File: config.mk
export PLATFORM = sky130hd
export DESIGN_NAME = fir_uart_sequencer
export DESIGN_NICKNAME = d
export VERILOG_FILES = /design/src/rtl/fir_uart_sequencer.sv
export SDC_FILE = /design/constraint.sdc
export NUM_CORES = 1
export LEC_CHECK = 0
export CAP_MARGIN = 20
export CORE_ASPECT_RATIO = 1.75
export CORE_MARGIN = 8
export CORE_UTILIZATION = 45
export CTS_BUF_LIST = sky130_fd_sc_hd__clkbuf_16
export DETAILED_ROUTE_END_ITERATION = 10
export PLACE_DENSITY = 0.85
export SYNTH_ARGS = -nofsm -noshare
export SYNTH_HDL_FRONTEND = slang
export SYNTH_SLANG_ARGS = --single-unit
File: constraint.sdc
create_clock -name clk -period 1.4 [get_ports clk]
set_input_delay 0.21 -clock clk [delete_from_list [all_inputs] [get_ports clk]]
set_output_delay 0.21 -clock clk [all_outputs]
set_load 0.02 [all_outputs]
File: src/rtl/fir_uart_sequencer.sv
// Two RX bytes (LSB first) form a sample issued to the FIR one cycle after the high byte; the result is sent back LSB first.
// Backpressure: waits on tx_busy per byte, bytes arriving while a sample is in flight are dropped and flagged.
module fir_uart_sequencer #(
  parameter int WIDTH     = 16,
  parameter int OUT_WIDTH = 37,
  parameter int OUT_BYTES = 5,
  parameter int TIMEOUT   = 255
) (
  input  logic                 clk,
  input  logic                 rst,
  input  logic [7:0]           rx_data,
  input  logic                 rx_valid,
  output logic [WIDTH-1:0]     fir_input,
  output logic                 fir_input_valid,
  input  logic [OUT_WIDTH-1:0] fir_output,
  input  logic                 fir_output_valid,
  output logic [7:0]           tx_data,
  output logic                 tx_start,
  input  logic                 tx_busy,
  output logic                 busy,
  output logic                 overrun,
  output logic                 timeout_err,
  input  logic                 err_clr
);
  localparam int RES_W = OUT_BYTES * 8;
  localparam int CNT_W = $clog2(TIMEOUT + 1);
  localparam int IDX_W = (OUT_BYTES > 1) ? $clog2(OUT_BYTES) : 1;

  localparam logic [2:0] IDLE     = 3'd0;
  localparam logic [2:0] HALF     = 3'd1;
  localparam logic [2:0] ISSUE    = 3'd2;
  localparam logic [2:0] WAIT_RES = 3'd3;
  localparam logic [2:0] SEND     = 3'd4;
  localparam logic [2:0] TX_ACK   = 3'd5;
  localparam logic [2:0] TX_WAIT  = 3'd6;

  logic [2:0]       state, state_n;
  logic [7:0]       sample_lo;
  logic [CNT_W-1:0] tmo_cnt;
  logic [IDX_W-1:0] byte_idx;
  logic [RES_W-1:0] result;
  logic             res_hit, tmo_hit, last_byte, drop;

  // A result arriving on the final wait cycle takes priority over the timeout.
  assign res_hit   = (state == WAIT_RES) && fir_output_valid;
  assign tmo_hit   = (state == WAIT_RES) && !fir_output_valid &&
                     (tmo_cnt == CNT_W'(TIMEOUT - 1));
  assign last_byte = (byte_idx == IDX_W'(OUT_BYTES - 1));
  assign drop      = rx_valid && (state != IDLE) && (state != HALF);

  always_comb begin
    state_n = state;
    case (state)
      IDLE:     if (rx_valid) state_n = HALF;
      HALF:     if (rx_valid) state_n = ISSUE;
      ISSUE:    state_n = WAIT_RES;
      WAIT_RES: begin
        if (res_hit)      state_n = SEND;
        else if (tmo_hit) state_n = IDLE;
      end
      SEND:     if (!tx_busy) state_n = TX_ACK;
      TX_ACK:   if (tx_busy) state_n = TX_WAIT;
      TX_WAIT:  if (!tx_busy) state_n = last_byte ? IDLE : SEND;
      default:  state_n = IDLE;
    endcase
  end

  always_ff @(posedge clk or negedge rst) begin
    if (!rst) begin
      state           <= IDLE;
      sample_lo       <= '0;
      fir_input       <= '0;
      fir_input_valid <= 1'b0;
      tmo_cnt         <= '0;
      byte_idx        <= '0;
      result          <= '0;
      tx_data         <= '0;
      tx_start        <= 1'b0;
      busy            <= 1'b0;
      overrun         <= 1'b0;
      timeout_err     <= 1'b0;
    end else begin
      state           <= state_n;
      busy            <= (state_n != IDLE);
      fir_input_valid <= 1'b0;
      tx_start        <= 1'b0;

      if (state == IDLE && rx_valid) sample_lo <= rx_data;
      if (state == HALF && rx_valid) begin
        fir_input       <= {rx_data, sample_lo};
        fir_input_valid <= 1'b1;
      end

      if (state == ISSUE)    tmo_cnt <= '0;
      if (state == WAIT_RES) tmo_cnt <= tmo_cnt + 1'b1;

      if (res_hit) begin
        result   <= {{(RES_W - OUT_WIDTH){fir_output[OUT_WIDTH-1]}}, fir_output};
        byte_idx <= '0;
      end

      if (state == SEND && !tx_busy) begin
        tx_data  <= result[8*byte_idx +: 8];
        tx_start <= 1'b1;
      end
      if (state == TX_WAIT && !tx_busy && !last_byte) byte_idx <= byte_idx + 1'b1;

      // A fresh error event outranks a simultaneous clear.
      if (drop)         overrun <= 1'b1;
      else if (err_clr) overrun <= 1'b0;
      if (tmo_hit)      timeout_err <= 1'b1;
      else if (err_clr) timeout_err <= 1'b0;
    end
  end
endmodule

==> results.md, run 1 <==
Placement:
- Once detailed placement completed, the half-perimeter wirelength came to ~6.8 mm.
- The number of placed instances, taps included is 554.
- The number of buffers inserted by port buffering is between 70 and 80.
- The routability congestion estimate from global placement is 0.809.
- Once placement finished, the instance area stood at about 5000 um^2.
- The placement-stage worst setup slack is -0.367 ns.

Timing:
- After layout, the worst setup slack is -0.102 ns.
- The aggregate negative setup slack is -2.23 ns.
- The clock tree skew after final layout is about 0.0045 ns.
- Setup repair after global routing could not meet its margin everywhere.
- For the pin with the worst max-slew slack, the measured transition is 0.358 ns.
- Setup violations remaining at the end of the flow were counted as 38.
- The top achievable clock speed is between 600 and 700 MHz.
- The worst relative slew slack is 75.9%.
- The routed design could run at a clock period as short as 1.50 ns.
- The final critical-path share of the clock period is 107%.
- The count of final max-slew check failures came to 0.
- The worst-case hold slack is ~0.29 ns.
- The final hold violation count was 0.

Power:
- The design draws around 12 mW.
- The largest voltage drop on the vdd net is 0.000982 V.
- Power spread over the standard cell area amounts to ~2200 nW/um^2.
- The analysis attributes to cell leakage a power of between 2 and 3 nW.

Global route:
- The first-pass GRT wire length is about 16 mm.
- The via count of the first global-routing pass was 3322.
- Global routing finished with a remaining overflow of 0.
- Global routing consumed, over all layers together, 17.2% of the routing resources.
- The pin count of the biggest net entering global routing is slightly above 40.
- The initial antenna violation count came to 0.

Die:
- The effective utilization at floorplan is between 40 and 50%.
- The die extent in y is around 140 um.
- The initialized floorplan defines 45 standard-cell rows.
- In this run the standard cell core region covers approximately 8600 um^2.
- The I/O pin count is 80.
- The die covers 12000 um^2.
- From left edge to right edge, the die measures between 80 and 90 um.

Route:
- The count of nets left with antenna violations once routing finished came out at 0.
- The detailed-router iteration count before antenna repair is 4.
- In this run, the number of DRC markers left after iteration 0 of detailed routing was approximately 150.
- After detailed routing, the number of remaining DRC violations is 0.
- Wires add up to between 10 and 15 mm.
- The average detailed-routed wire length per instance is 17.9 um.
- For this block, the via count after detailed routing is ~3000.
- The via density per instance is 5.19.

Setup path:
- The endpoint identified for the worst register-to-register timing path is tx_data[2].
- The highest cell delay on the worst timing path is ~0.53 ns.
- The number of buffers and inverters on the critical path is 1.
- The critical path endpoint category is a flip-flop.
- The critical path data arrival time is 1.73 ns.
- Among all stages on the critical path, the largest delay is contributed by mux4_2.
- The setup path with the least slack is of type flip-flop to flip-flop.
- The register-to-register setup slack is -0.10 ns.
- The kind of start point of the critical path is a flip-flop.
- Traced cell by cell, the critical path runs through buf_12, mux4_2, a22oi_2, a21oi_1.
- In this run the critical register-to-register path is launched from byte_idx[0].
- The count of cells along the worst register-to-register path is 4.
- The peak fanout along the critical path is 8.
- Data on the critical path is required at its endpoint by around 1.6 ns.
- In this design, the largest share of critical-path delay is due to multiplexers.

Synth:
- The synthesized design contains just under 90 register bits.
- After synthesis the cells add up to approximately 4000 um^2.
- The most used flip-flop cell after synthesis is dfrtp_1.
- A synthesized cell averages 11.1 um^2.
- The number of library cell types mapped by synthesis is between 40 and 50.
- Counting flops with an async set or reset pin after synthesis yields a share of between 90% and 100%.
- The Yosys warning count is 0.
- The number of enable flip-flop cells after synthesis is 0.
- The net count of the mapped netlist is 407.
- The post-synthesis cell count is between 300 and 400.
- The proportion of synthesized chip area in sequential cells is 56.6%.

Outcome:
- The flow ran to the end, but the final reports show violations.
- The checks that failed: setup timing.

Finish:
- The layout has 652 filler cells.
- The layout-stage area growth over the synthesis result is 45.3%.
- The repair_antennas step left the layout with diodes totalling 0.
- Once layout is done, the placed cells without fillers occupy ~5700 um^2.
- The net count of the finished layout is between 500 and 600.
- The number of standard cells in the layout, taps in and fillers out is slightly below 600.
- The share of final-layout standard cells stronger than drive strength 1 is approximately 24%.
- The end-of-flow core utilization is between 60% and 70%.

CTS:
- In this run the deepest clock path goes through 2 buffers.
- The clock-pin transition on the worst setup and hold timing paths is approximately 0.060 ns.
- The tree built by TritonCTS fans out to 88 sinks.
- The maximum level of the CTS H-tree is 3.
- In this run the clock root is driven by a clkbuf_16.
- The TritonCTS clock tree is yes.
- TritonCTS created 9 clock buffers.
- For the worst-skew pair, the clock arrives at the later sink with an insertion delay of 0.34 ns.

Hold path:
- The class of the tightest hold or removal check is input port to async pin.

Flow run:
- The tool flagged a number of max-cap violations equal to 0.
[Yosys cell counts (all sizes together) (3+ instances only)]
master	n	share of area (%)
a22o	4	0.90
mux2	27	7.8
nand4b	3	0.84
o21ai	4	0.51
nand2	124	12
a22oi	4	0.77
mux4	8	4.6
nor2	9	0.87
a21oi	10	1.3
nand3	4	0.51
dfrtp	88	57
and4	3	0.67
and3	3	0.48
clkbuf	4	0.39
ha	4	1.3
nor3b	4	0.77
inv	5	0.48
buf	15	2.6
[flip-flops by register name, indices dropped and copies added, names as in the netlist, 3 cells and up]
signal / flops
tmo_cnt: 8
state: 3
fir_input: 16
tx_data: 8
sample_lo: 8
byte_idx: 3
result: 37
[timing repair]
item / in CTS / in global routing
hold endpoints to repair: 17 / 0
hold buffers: 1 / 0
buffers inserted: 1 / 4
setup endpoints to repair: 109 / 46
pin swaps: 8 / 8
gates cloned: 0 / 3
resized for setup: 60 / 26
[area by class of cell]
class / count / area (um^2) / share of cell area, %
Tap cell: 117 / 146 / 2.59
Multi-Input combinational cell: 239 / 1790 / 31.7
Sequential cell: 88 / 2210 / 39.0
Timing Repair Buffer: 113 / 1170 / 20.6
Clock inverter: 7 / 93.8 / 1.66
Clock buffer: 9 / 225 / 3.98
Inverter: 6 / 22.5 / 0.398
[cells by family after synthesis]
group	Yosys count	share of synthesized area, %
flops	88	56.6
compound gates	35	6.23
buf+inv	25	3.60
mux	36	12.7
xor+xnor	2	0.450
simple gates	162	19.2
fa+ha+maj	4	1.29
[per-layer routing]
layer | global-route usage (%) | share of wire [%] | vias up
met1 | 19.6 | 39 | 1479
met5 | 0 | 0 | -
met2 | 29.1 | 55 | 98
met3 | 4.75 | 3.8 | 15
li1 | - | - | 1412
met4 | 7.49 | 2.3 | 0
[worst register-to-register path: stages, from the launching register on]
cell	delay [ns]
dfrtp_1	0.42
buf_12	0.16
mux4_2	0.53
a22oi_2	0.17
a21oi_1	0.10
[worst max-delay path by stage]
stage,from,to,cells past startpoint
after floorplan,state[1],fir_input[10],5
after global placement,rx_valid,fir_input[6],4
after detailed placement,tx_busy,byte_idx[2],4
after CTS,state[1],sample_lo[6],4
after global routing,byte_idx[0],tx_data[2],4
final,byte_idx[0],tx_data[2],4
[report_power, final]
part | internal [mW] | leakage, nW | switching, mW
sequential | 3.69 | 1.08 | 0.849
clock | 1.57 | 0.155 | 1.01
combinational | 2.80 | 1.42 | 2.47
total | 8.05 | 2.66 | 4.32
[cells in the final DEF, fill, tap and decap left out, types with 3 or more instances in the layout]
cell type / n
nand2_1: 123
dfrtp_2: 4
dlygate4sd2_1: 29
clkdlybuf4s50_1: 49
mux2_4: 24
clkinv_1: 3
mux4_2: 8
a22oi_2: 4
buf_4: 15
a21oi_1: 8
buf_12: 7
nor2_1: 9
inv_1: 5
clkbuf_16: 11
nand3_1: 4
mux2_2: 3
o21ai_0: 3
buf_6: 8
dfrtp_1: 84
a22o_1: 4
Power figures use the tool's default switching activity.
==> run 2, diff against run 1 <==
- CTS_BUF_LIST: sky130_fd_sc_hd__clkbuf_16 -> sky130_fd_sc_hd__clkbuf_8
- GPL_ROUTABILITY_DRIVEN: not set -> 0
==> run 2 against run 1 <==
The run still ends with setup timing left. Final area down 1.5%. First-iteration DRC count decreased by 8.8%. Sequential cell count unchanged. Critical endpoint is now fir_input[4]. Largest power group unchanged. Highest routed layer unchanged.
==> results.md, run 2 (same netlist as run 1, synthesis figures left out) <==
Outcome:
- The run finished, with violations left.
- The checks that failed: setup timing.

Flow run:
- Max-cap violations in this run came to 0.

Global route:
- The first-pass GRT wire length is 16.0 mm.
- Global routing used between 10% and 20% of the available tracks.
- The initial antenna violation count is 0.
- The via count of the first global-routing pass was between 3000 and 4000.
- The overall overflow remaining after global route is 0.
- Entering global routing, the biggest net connects 41 pins.

Die:
- The core region area is around 8600 um^2.
- Measured along the y axis, the die boundary spans roughly 140 um.
- The overall die area is 12000 um^2.
- Pin placement for this block handled 80 I/O pins.
- The effective utilization at floorplan is 45.5%.
- The width of the chip is about 86 um.
- After floorplanning, the core was divided into between 40 and 50 placement rows.

Power:
- The internal power of the cells totals ~7.6 mW.
- IR analysis of the VDD net gives a maximum drop of approximately 0.0011 V.
- The total chip power is 11.8 mW.
- In this run the power density over the cells is roughly 2100 nW/um^2.
- In this run the static leakage power is between 2 and 3 nW.
- The switching power as a share of total power is 35.6%.
- The power dissipated by switching net loads is approximately 4.2 mW.
- The clock network accounts for ~17% of the total power.
- Per report_power, the combinational group accounts for about 45% of the total.
- The proportion of power drawn by flip-flops and latches is a little under two fifths.

Timing:
- The worst relative slew slack is between 70% and 80%.
- The final hold violation count is 0.
- The final worst slack is -0.108 ns.
- The count of final max-slew check failures is 0.
- Setup repair after global routing could not meet its margin everywhere.
- The aggregate negative setup slack is -2.19 ns.
- Counting I/O delays and the setup requirement, the final critical path takes approximately 1.5 ns.
- The top achievable clock speed is 663 MHz.
- The worst-case hold slack is ~0.27 ns.
- At the pin with the least slew margin, the transition time is ~0.32 ns.
- Setup violations remaining at the end of the flow were counted as 36.
- The final critical-path share of the clock period is 108%.
- For the final database, setup skew stands at 0.00956 ns.

Setup path:
- The data required time of the critical path is around 1.7 ns.
- The highest cell delay on the worst timing path is 0.49 ns.
- Together, buffers and inverters on the worst path number 1.
- The kind of start point of the critical path is a flip-flop.
- The path type of the worst setup path is flip-flop to flip-flop.
- STA classifies the critical path endpoint as a flip-flop.
- Along the worst path, the maximum fanout reaches 18.
- The critical path data arrival time is 1.76 ns.
- On the critical path, the stage with the largest delay is an instance of dfrtp_2.
- Walking the worst path, the cells encountered are nor4bb_4, buf_12, mux2_2.
- The largest delay contributor family on the critical path is flip-flops.

Hold path:
- The class of the tightest hold or removal check is input port to async pin.

CTS:
- The clock passes through at most 2 buffers.
- The TritonCTS sink count is 88.
- The later pin in the worst-skew pair is clocked with a latency of 0.37 ns.
- Clock-pin slew was measured on the worst setup and hold paths at ~0.090 ns.
- TritonCTS built the clock tree.
- The root buffer selected by CTS is clkbuf_8.
- The H-tree was split into 3 levels.
- The number of buffers created by CTS is 9.

Route:
- Dividing the detail-routed wire length by the instance count gives 17.2 um.
- The number of design-rule violations left by the first detailed-router iteration is 134.
- The detailed-route DRC error count is 0.
- The via density per instance is 5.15.
- The detailed router placed ~3000 vias in this run.
- The detailed-router iteration count before antenna repair is 5.
- After detailed routing, the total wire length is approximately 10 mm.
- The count of nets left with antenna violations after detail routing is 0.

Finish:
- The layout-stage area growth over the synthesis result is 43.1%.
- result holds more flip-flops than any other register.
- The net count of the finished layout is slightly above 500.
- The repair_antennas step left the layout with diodes totalling 0.
- The library cell used most frequently in the layout, excluding fill and tap cells, is nand2_1.
- In the final layout, the registers with the most flip-flops are result (37), fir_input (16).
- The share of final-layout standard cells stronger than drive strength 1 is roughly 25%.
- After routing the design area is between 5000 and 6000 um^2.
- In the layout the commonest cells are 122 x nand2_1, 84 x dfrtp_1, 49 x clkdlybuf4s50_1.
- The register with the most flip-flops in the layout has 37 of them.

Placement:
- Summing all placed instances gives a cell area of roughly 5000 um^2.
- The number of buffers inserted by port buffering is 79.
- Detailed placement finished with a half-perimeter wire length of 6.81 mm.
-- run 2: cell types whose count changed in the layout (fill, tap and decap cells not counted), sizes merged --
| cell | previous run | this run |
|---|---|---|
| clkbuf | 11 | 13 |
| clkinv | 4 | 2 |
| buf | 32 | 34 |
-- run 2: power by group through the flow --
stage / registers [mW] / logic [mW] / clock network (mW)
after floorplan: 4.71 / 2.55 / 0
after global placement: 4.40 / 4.54 / 0
after detailed placement: 4.49 / 4.75 / 0
after CTS: 4.45 / 4.82 / 2.10
after global routing: 4.64 / 5.71 / 2.18
final: 4.50 / 5.28 / 2.05
-- run 2: cell type report --
class / count / area, um^2
Sequential cell: 88 / 2210
Timing Repair Buffer: 115 / 1180
Inverter: 6 / 22.5
Multi-Input combinational cell: 239 / 1780
Clock inverter: 5 / 86.3
Tap cell: 117 / 146
Fill cell: 660 / 2990
Clock buffer: 11 / 151
-- run 2: final timing paths --
path                                 from  depth (start not counted)      endpoint  slack [ns]
max                              state[2]                          3  fir_input[4]       -0.11
min                                   rst                          2    tmo_cnt[1]        0.27
min in group clk           fir_output[15]                          3    result[15]        0.36
max reg2reg                      state[2]                          3  fir_input[4]       -0.11
min reg2reg                    result[18]                          2    result[18]        0.48
max in group asynchronous             rst                          3  fir_input[8]        0.63
-- run 2: worst register-to-register path, stage by stage, from the launching register on --
cell and delay, ns:
dfrtp_2 0.49, nor4bb_4 0.33, buf_12 0.22, mux2_2 0.35
-- run 2: through the flow --
| step | util [%] | worst slack (ns) | std cells |
|---|---|---|---|
| global route | 65.1 | -0.150 | 581 |
| floorplan | - | -0.106 | 352 |
| global placement | 58.7 | -0.314 | 554 |
| CTS | 62.7 | -0.0905 | 573 |
| finish | 65.1 | -0.108 | 581 |
| detailed placement | 58.7 | -0.367 | 554 |
-- run 2: repair_timing --
item,4_1_cts,5_1_grt
gates resized for setup,60,24
setup buffers,2,6
pin swaps,14,7
endpoints found under the setup margin,109,46
cloned,0,2
hold buffers,1,0
endpoints found under the hold margin,17,0
-- run 2: routing by layer --
layer	track usage [%]	routed length, um	vias up	share of wire, %
li1	-	-	1409	-
met1	19.4	3960	1472	40
met2	28.6	5360	91	54
met3	3.80	440	18	4.4
met4	8.31	250	0	2.5
met5	0	0	-	0
